`src/rtl/shift_arb_pkg.sv`:
```
// Shared definitions for the two-requester shift arbiter: op encodings, FSM states, datapath width.
package shift_arb_pkg;

    localparam int DW = 32;

    typedef enum logic [1:0] {
        OP_SLL  = 2'b00,
        OP_SRL  = 2'b01,
        OP_RSVD = 2'b10,
        OP_SRA  = 2'b11
    } op_e;

    typedef enum logic {
        EMPTY = 1'b0,
        FULL  = 1'b1
    } state_e;

endpackage

```
`src/rtl/shift_arbiter_if.sv`:
```
// Request/response bundle between the two requesters, the shift arbiter and the writeback consumer.
interface shift_arbiter_if #(
    parameter int DW    = 32,
    parameter int TAG_W = 4
);
    logic             r0_valid;
    logic             r0_ready;
    logic [DW-1:0]    r0_x;
    logic [31:0]      r0_shift;
    logic [1:0]       r0_op;
    logic [TAG_W-1:0] r0_tag;

    logic             r1_valid;
    logic             r1_ready;
    logic [DW-1:0]    r1_x;
    logic [31:0]      r1_shift;
    logic [1:0]       r1_op;
    logic [TAG_W-1:0] r1_tag;

    logic             resp_valid;
    logic             resp_ready;
    logic             resp_id;
    logic [TAG_W-1:0] resp_tag;
    logic [DW-1:0]    resp_data;
    logic             resp_err;

    modport master (
        output r0_valid, r0_x, r0_shift, r0_op, r0_tag,
        output r1_valid, r1_x, r1_shift, r1_op, r1_tag,
        output resp_ready,
        input  r0_ready, r1_ready,
        input  resp_valid, resp_id, resp_tag, resp_data, resp_err
    );

    modport slave (
        input  r0_valid, r0_x, r0_shift, r0_op, r0_tag,
        input  r1_valid, r1_x, r1_shift, r1_op, r1_tag,
        input  resp_ready,
        output r0_ready, r1_ready,
        output resp_valid, resp_id, resp_tag, resp_data, resp_err
    );
endinterface

```
`src/rtl/shift_core.sv`:
```
// Combinational 32-bit barrel shifter (SLL/SRL/SRA) using the full 32-bit shift amount.
module shift_core
    import shift_arb_pkg::*;
(
    input  logic [DW-1:0] x,
    input  logic [31:0]   shift,
    input  logic [1:0]    op,
    output logic [DW-1:0] data,
    output logic          err
);
    logic       big;
    logic [4:0] amt;

    // Any bit above [4] means the whole word is shifted out.
    assign big = |shift[31:5];
    assign amt = shift[4:0];

    always_comb begin
        data = '0;
        err  = 1'b0;
        case (op_e'(op))
            OP_SLL:  data = big ? '0 : x << amt;
            OP_SRL:  data = big ? '0 : x >> amt;
            OP_SRA:  data = big ? {DW{x[DW-1]}} : DW'($signed(x) >>> amt);
            default: err  = 1'b1;
        endcase
    end
endmodule

```
`src/rtl/shift_arbiter.sv`:
```
// Two-requester shift arbiter with a one-entry registered response buffer.
// Define SHIFT_ARB_RR_EN for round-robin arbitration; otherwise R0 has fixed priority.
module shift_arbiter
    import shift_arb_pkg::*;
#(
    parameter int TAG_W = 4
) (
    input logic            clk,
    input logic            reset,
    shift_arbiter_if.slave bus
);
    state_e           state, next_state;
    logic             can_accept, gnt0, gnt1, xfer;
    logic [DW-1:0]    sel_x, core_data;
    logic [31:0]      sel_shift;
    logic [1:0]       sel_op;
    logic [TAG_W-1:0] sel_tag;
    logic             core_err;

    logic             resp_id;
    logic [TAG_W-1:0] resp_tag;
    logic [DW-1:0]    resp_data;
    logic             resp_err;

`ifdef SHIFT_ARB_RR_EN
    logic rr_last;

    // On contention the requester that did not win last time is granted.
    always_comb begin
        gnt0 = bus.r0_valid;
        gnt1 = bus.r1_valid;
        if (bus.r0_valid && bus.r1_valid) begin
            gnt0 = rr_last;
            gnt1 = !rr_last;
        end
    end

    always_ff @(posedge clk) begin
        if (reset)     rr_last <= 1'b1;
        else if (xfer) rr_last <= bus.r1_ready;
    end
`else
    always_comb begin
        gnt0 = bus.r0_valid;
        gnt1 = bus.r1_valid && !bus.r0_valid;
    end
`endif

    // A held result blocks new grants until the consumer drains it.
    assign can_accept   = (state == EMPTY) || bus.resp_ready;
    assign bus.r0_ready = can_accept && gnt0;
    assign bus.r1_ready = can_accept && gnt1;
    assign xfer         = bus.r0_ready || bus.r1_ready;

    always_comb begin
        sel_x     = bus.r0_x;
        sel_shift = bus.r0_shift;
        sel_op    = bus.r0_op;
        sel_tag   = bus.r0_tag;
        if (bus.r1_ready) begin
            sel_x     = bus.r1_x;
            sel_shift = bus.r1_shift;
            sel_op    = bus.r1_op;
            sel_tag   = bus.r1_tag;
        end
    end

    shift_core u_core (
        .x     (sel_x),
        .shift (sel_shift),
        .op    (sel_op),
        .data  (core_data),
        .err   (core_err)
    );

    always_comb begin
        next_state = state;
        case (state)
            EMPTY:   if (xfer) next_state = FULL;
            FULL:    if (bus.resp_ready && !xfer) next_state = EMPTY;
            default: next_state = EMPTY;
        endcase
    end

    always_ff @(posedge clk) begin
        if (reset) state <= EMPTY;
        else       state <= next_state;
    end

    always_ff @(posedge clk) begin
        if (reset) begin
            resp_id   <= 1'b0;
            resp_tag  <= '0;
            resp_data <= '0;
            resp_err  <= 1'b0;
        end else if (xfer) begin
            resp_id   <= bus.r1_ready;
            resp_tag  <= sel_tag;
            resp_data <= core_data;
            resp_err  <= core_err;
        end
    end

    assign bus.resp_valid = (state == FULL);
    assign bus.resp_id    = resp_id;
    assign bus.resp_tag   = resp_tag;
    assign bus.resp_data  = resp_data;
    assign bus.resp_err   = resp_err;
endmodule

```
`src/flat_wrapper.sv`:
```
// flat-port wrapper written by rule: the top's interface ports become plain ports
module shift_arbiter_flat import shift_arb_pkg::*;
#(
    parameter int TAG_W = 4
)
  (clk, reset, bus_r0_valid, bus_r0_x, bus_r0_shift, bus_r0_op, bus_r0_tag, bus_r1_valid, bus_r1_x, bus_r1_shift, bus_r1_op, bus_r1_tag, bus_resp_ready, bus_r0_ready, bus_r1_ready, bus_resp_valid, bus_resp_id, bus_resp_tag, bus_resp_data, bus_resp_err);
  shift_arbiter_if #(.DW(DW), .TAG_W(TAG_W)) bus_i ();
  input logic clk;
  input logic reset;
  input wire logic [$bits(bus_i.r0_valid)-1:0] bus_r0_valid;
  input wire logic [$bits(bus_i.r0_x)-1:0] bus_r0_x;
  input wire logic [$bits(bus_i.r0_shift)-1:0] bus_r0_shift;
  input wire logic [$bits(bus_i.r0_op)-1:0] bus_r0_op;
  input wire logic [$bits(bus_i.r0_tag)-1:0] bus_r0_tag;
  input wire logic [$bits(bus_i.r1_valid)-1:0] bus_r1_valid;
  input wire logic [$bits(bus_i.r1_x)-1:0] bus_r1_x;
  input wire logic [$bits(bus_i.r1_shift)-1:0] bus_r1_shift;
  input wire logic [$bits(bus_i.r1_op)-1:0] bus_r1_op;
  input wire logic [$bits(bus_i.r1_tag)-1:0] bus_r1_tag;
  input wire logic [$bits(bus_i.resp_ready)-1:0] bus_resp_ready;
  output wire logic [$bits(bus_i.r0_ready)-1:0] bus_r0_ready;
  output wire logic [$bits(bus_i.r1_ready)-1:0] bus_r1_ready;
  output wire logic [$bits(bus_i.resp_valid)-1:0] bus_resp_valid;
  output wire logic [$bits(bus_i.resp_id)-1:0] bus_resp_id;
  output wire logic [$bits(bus_i.resp_tag)-1:0] bus_resp_tag;
  output wire logic [$bits(bus_i.resp_data)-1:0] bus_resp_data;
  output wire logic [$bits(bus_i.resp_err)-1:0] bus_resp_err;
  assign bus_i.r0_valid = bus_r0_valid;
  assign bus_i.r0_x = bus_r0_x;
  assign bus_i.r0_shift = bus_r0_shift;
  assign bus_i.r0_op = bus_r0_op;
  assign bus_i.r0_tag = bus_r0_tag;
  assign bus_i.r1_valid = bus_r1_valid;
  assign bus_i.r1_x = bus_r1_x;
  assign bus_i.r1_shift = bus_r1_shift;
  assign bus_i.r1_op = bus_r1_op;
  assign bus_i.r1_tag = bus_r1_tag;
  assign bus_i.resp_ready = bus_resp_ready;
  assign bus_r0_ready = bus_i.r0_ready;
  assign bus_r1_ready = bus_i.r1_ready;
  assign bus_resp_valid = bus_i.resp_valid;
  assign bus_resp_id = bus_i.resp_id;
  assign bus_resp_tag = bus_i.resp_tag;
  assign bus_resp_data = bus_i.resp_data;
  assign bus_resp_err = bus_i.resp_err;
  shift_arbiter #(.TAG_W(TAG_W)) u_core (.clk(clk), .reset(reset), .bus(bus_i));
endmodule
```
`config.mk`:
```
export PLATFORM = sky130hd
export DESIGN_NAME = shift_arbiter_flat
export DESIGN_NICKNAME = d
export VERILOG_FILES = /design/src/rtl/shift_arb_pkg.sv /design/src/rtl/shift_arbiter_if.sv /design/src/rtl/shift_core.sv /design/src/rtl/shift_arbiter.sv /design/src/flat_wrapper.sv
export SDC_FILE = /design/constraint.sdc
export NUM_CORES = 1
export LEC_CHECK = 0
export CELL_PAD_IN_SITES_DETAIL_PLACEMENT = 1
export CELL_PAD_IN_SITES_GLOBAL_PLACEMENT = 1
export CORE_ASPECT_RATIO = 0.5
export CORE_MARGIN = 2
export CORE_UTILIZATION = 39
export DETAILED_ROUTE_END_ITERATION = 8
export GPL_ROUTABILITY_DRIVEN = 0
export HOLD_SLACK_MARGIN = 0.03
export MAX_ROUTING_LAYER = met4
export PLACE_DENSITY_LB_ADDON = 0.05
export SKIP_CTS_REPAIR_TIMING = 1
export SLEW_MARGIN = 20
export SYNTH_ARGS = -nofsm -noshare
export SYNTH_HDL_FRONTEND = slang
export SYNTH_SLANG_ARGS = --single-unit
```
`constraint.sdc`:
```
create_clock -name clk -period 4 [get_ports clk]
set_input_delay 0.8 -clock clk [delete_from_list [all_inputs] [get_ports clk]]
set_output_delay 0.8 -clock clk [all_outputs]
set_load 0.01 [all_outputs]
```
==> results.txt <==
setup slack, reg-to-reg: 710 ps
Largest stage delay, worst path: 650 ps
CP Max Fanout: 7
P_int: 1.24 mW
Seq/Total Area, Yosys: 10.3%
vias in the first global route: 10500
initial antenna violation count: 1
max_slew headroom: 35.2%
Clk pwr share: 18.8%
CP max-delay cell: o32ai_1
Mapped Avg Cell Area: 6.84 µm²
Post-Syn Instances: 1110
RSZ-0062 raised after global routing: false
ordered cell list for the critical path: clkdlybuf4s50_1, nor4_1, buf_4, nand4_1, or4_4, nand2_1, nand3_1, o32ai_1, a21oi_1, a311oi_1
top cell type's share of synthesized area: 13.8%
Async SR Flop Fraction: 0%
Final Setup Violations: 0
HP Class: reg2reg
DP Cell Count: 1565
sw frac: 47.1%
Worst EP required: 4200 ps
Area Overhead vs Synth: 37.0%
first-pass GRT wire length: 67000 µm
total number of vias: 11200
sequential share of power: 17.7%
largest net degree at the start of global routing: 45
vias per cell: 7.14
Worst Tran Pin Value: 971 ps
fillers: 2506
Post-Syn Area: 7590 µm²
Distinct cells, synth: 83
GR Util All Layers: 44.0%
Die Ht: 103 µm
VDD IR max: 0.161 mV
Post-Syn Nets: 1255
initial core utilization: 39.4%
fin crit share: 99.8%
Post-synth EDFFs: 0
Combinational Power Share: 63.5%
post-synth top area cell: mux2i_1
layout cells sized above 1: 13.2%
CTS max path bufs: 2
CP arrival: 4200 ps
FMAX: 0.251 GHz
ANT nets after route: 0
num ports: 186
CTS tree: done
CP Capture Type: flop
clock latency on the worst-skew pair: 300 ps
WL/cell: 29.1 µm
Max Slew Vio Count: 0
Top Family by Delay on Critical Path: simple AND/OR/NAND/NOR gates
utilization after layout: 53.9%
CP startpoint kind: input port
Main synth FF type: dfxtp_1
Initial DRC Count: 1953
Leak: 3.90 nW
Psw: 1.10 mW
CTS root buffer: clkbuf_16
grt total ovfl: 0
Die W: 201 µm
Port-buffer cells: 185
Post-Route WL: 45900 µm
hold_ws: 465 ps
Core Area: 19300 µm²
Tmin final: 3990 ps
fin nets: 1451
Synth Register Bits: 39
row count: 36
Die ar.: 20700 µm²
drt drc: 0
Final Non-Filler Cells: 1575
pwr dens: 225 nW/µm²
Fin Setup TNS: 0 ps
Clock Skew: 10.3 ps
clock-pin transition on the worst setup and hold timing paths: 60 ps
Num CTS Buffers: 5
DP Area: 10200 µm²
dpl hpwl: 36800 µm
clk sinks: 39
Final Hold Vio Count: 0
Crit Path Category: in2reg
top cells by area, synth: mux2i_1 (14%), dfxtp_1 (10%), nand2_1 (6.3%), o21ai_0 (6.3%), nor2_1 (4.4%)
Syn. warnings: 0
cell area after layout: 10400 µm²
CTS H-tree depth: 2
Max Cap Viol: 0
Worst Path Buf+Inv: 2
status: finished clean
first drt pass iteration count: 8
sequential cells by signal, summed over array words and instances (netlist names):
name	flops
u_core.bus.resp_tag	4
u_core.bus.resp_err	1
u_core.bus.resp_data	32
u_core.bus.resp_id	1
u_core.bus.resp_valid	1
cell usage after synthesis, types with 4 or more instances:
master / n
nand2_1: 128
mux2i_1: 105
o21ai_0: 95
nor2_1: 88
a21oi_1: 58
buf_2: 52
dfxtp_1: 39
o211ai_1: 39
nor3_1: 36
nand3_1: 33
clkbuf_1: 32
a221oi_1: 26
a211oi_1: 24
nand4_1: 24
o31ai_1: 24
a31oi_1: 21
o21ai_1: 19
mux2_2: 18
nor4_1: 18
inv_1: 17
a311oi_1: 16
nand2b_1: 14
and3_1: 12
buf_4: 11
nor2b_1: 11
o2111ai_1: 9
o22ai_1: 8
a22oi_1: 7
mux4_2: 7
a32oi_1: 6
and2_1: 6
o21a_1: 5
o311ai_1: 5
or3_1: 5
a211o_1: 4
a21o_1: 4
a221o_1: 4
a31o_2: 4
buf_1: 4
nor4b_1: 4
routing by layer:
layer | track usage, % | vias to the layer above | wire (µm) | part of all wire, %
li1 | - | 4726 | - | -
met1 | 57.9 | 5306 | 19100 | 42
met2 | 63.4 | 981 | 18100 | 39
met3 | 14.5 | 228 | 6630 | 14
met4 | 14.3 | 0 | 2090 | 4.6
met5 | - | - | 0 | 0
per-stage QoR:
| step | setup slack [ps] | total power [mW] |
|---|---|---|
| 2_1_floorplan | 1070 | 1.14 |
| 3_3_place_gp | -168 | 1.79 |
| 3_5_place_dp | -272 | 1.82 |
| 4_1_cts | 16.6 | 2.26 |
| 5_1_grt | 21.1 | 2.40 |
| 6_report | 8.09 | 2.34 |
worst min-delay path, stage by stage, from the launching register on:
cell	delay, ps
dfxtp_1	330
nand2_1	50
o31ai_1	60
path summary, 6_finish.rpt:
| check | startpoint | endpoint | cells past startpoint |
|---|---|---|---|
| hold reg to reg | u_core.bus.resp_data[8] | u_core.bus.resp_data[8] | 2 |
| setup / recovery | bus_r0_shift[11] | u_core.bus.resp_data[23] | 10 |
| hold / removal | u_core.bus.resp_data[8] | u_core.bus.resp_data[8] | 2 |
| setup reg to reg | u_core.bus.resp_valid | u_core.bus.resp_data[23] | 9 |
final cells by class:
class,count,area (µm²),area share [%]
Timing Repair Buffer,292,2780,26.8
Sequential cell,39,781,7.51
Multi-Input combinational cell,949,6270,60.3
Inverter,19,71.3,0.686
Tap cell,266,333,3.20
Antenna cell,2,5.00,0.0481
Clock buffer,8,156,1.50
cell families after synthesis:
logic type / count (synthesis) / share of synthesized area [%]
buf+inv: 122 / 7.71
simple gates: 399 / 25.5
flops: 39 / 10.3
mux: 132 / 19.0
compound gates: 418 / 37.5
cells in the final DEF (no fill, tap or decap), types with 6 or more instances in the layout:
master | netlist | final
nand3_1 | 33 | 33
o2111ai_1 | 9 | 9
nand4_1 | 24 | 24
and3_1 | 12 | 12
a311oi_1 | 16 | 16
a21oi_1 | 58 | 58
o211ai_1 | 39 | 39
dfxtp_1 | 39 | 39
o21ai_1 | 19 | 19
mux2_2 | 18 | 18
nor2b_1 | 11 | 11
o21ai_0 | 95 | 95
nor4_1 | 18 | 18
a211oi_1 | 24 | 24
nor2_1 | 88 | 86
mux2i_1 | 105 | 104
inv_1 | 17 | 17
nand2_1 | 128 | 128
a31oi_1 | 21 | 21
o22ai_1 | 8 | 8
buf_12 | 0 | 11
a22oi_1 | 7 | 7
a221oi_1 | 26 | 26
nor3_1 | 36 | 36
a32oi_1 | 6 | 6
mux4_2 | 7 | 7
o31ai_1 | 24 | 24
clkdlybuf4s50_1 | 0 | 183
nand2b_1 | 14 | 13
buf_4 | 11 | 96
and2_1 | 6 | 6
power groups by stage:
stage	Clock (mW)	Sequential, mW	Combinational (mW)
6_report	0.441	0.414	1.49
4_1_cts	0.442	0.414	1.40
2_1_floorplan	0	0.426	0.718
5_1_grt	0.456	0.416	1.52
3_5_place_dp	0	0.423	1.39
3_3_place_gp	0	0.422	1.37
(Power assumes the default switching activity.)
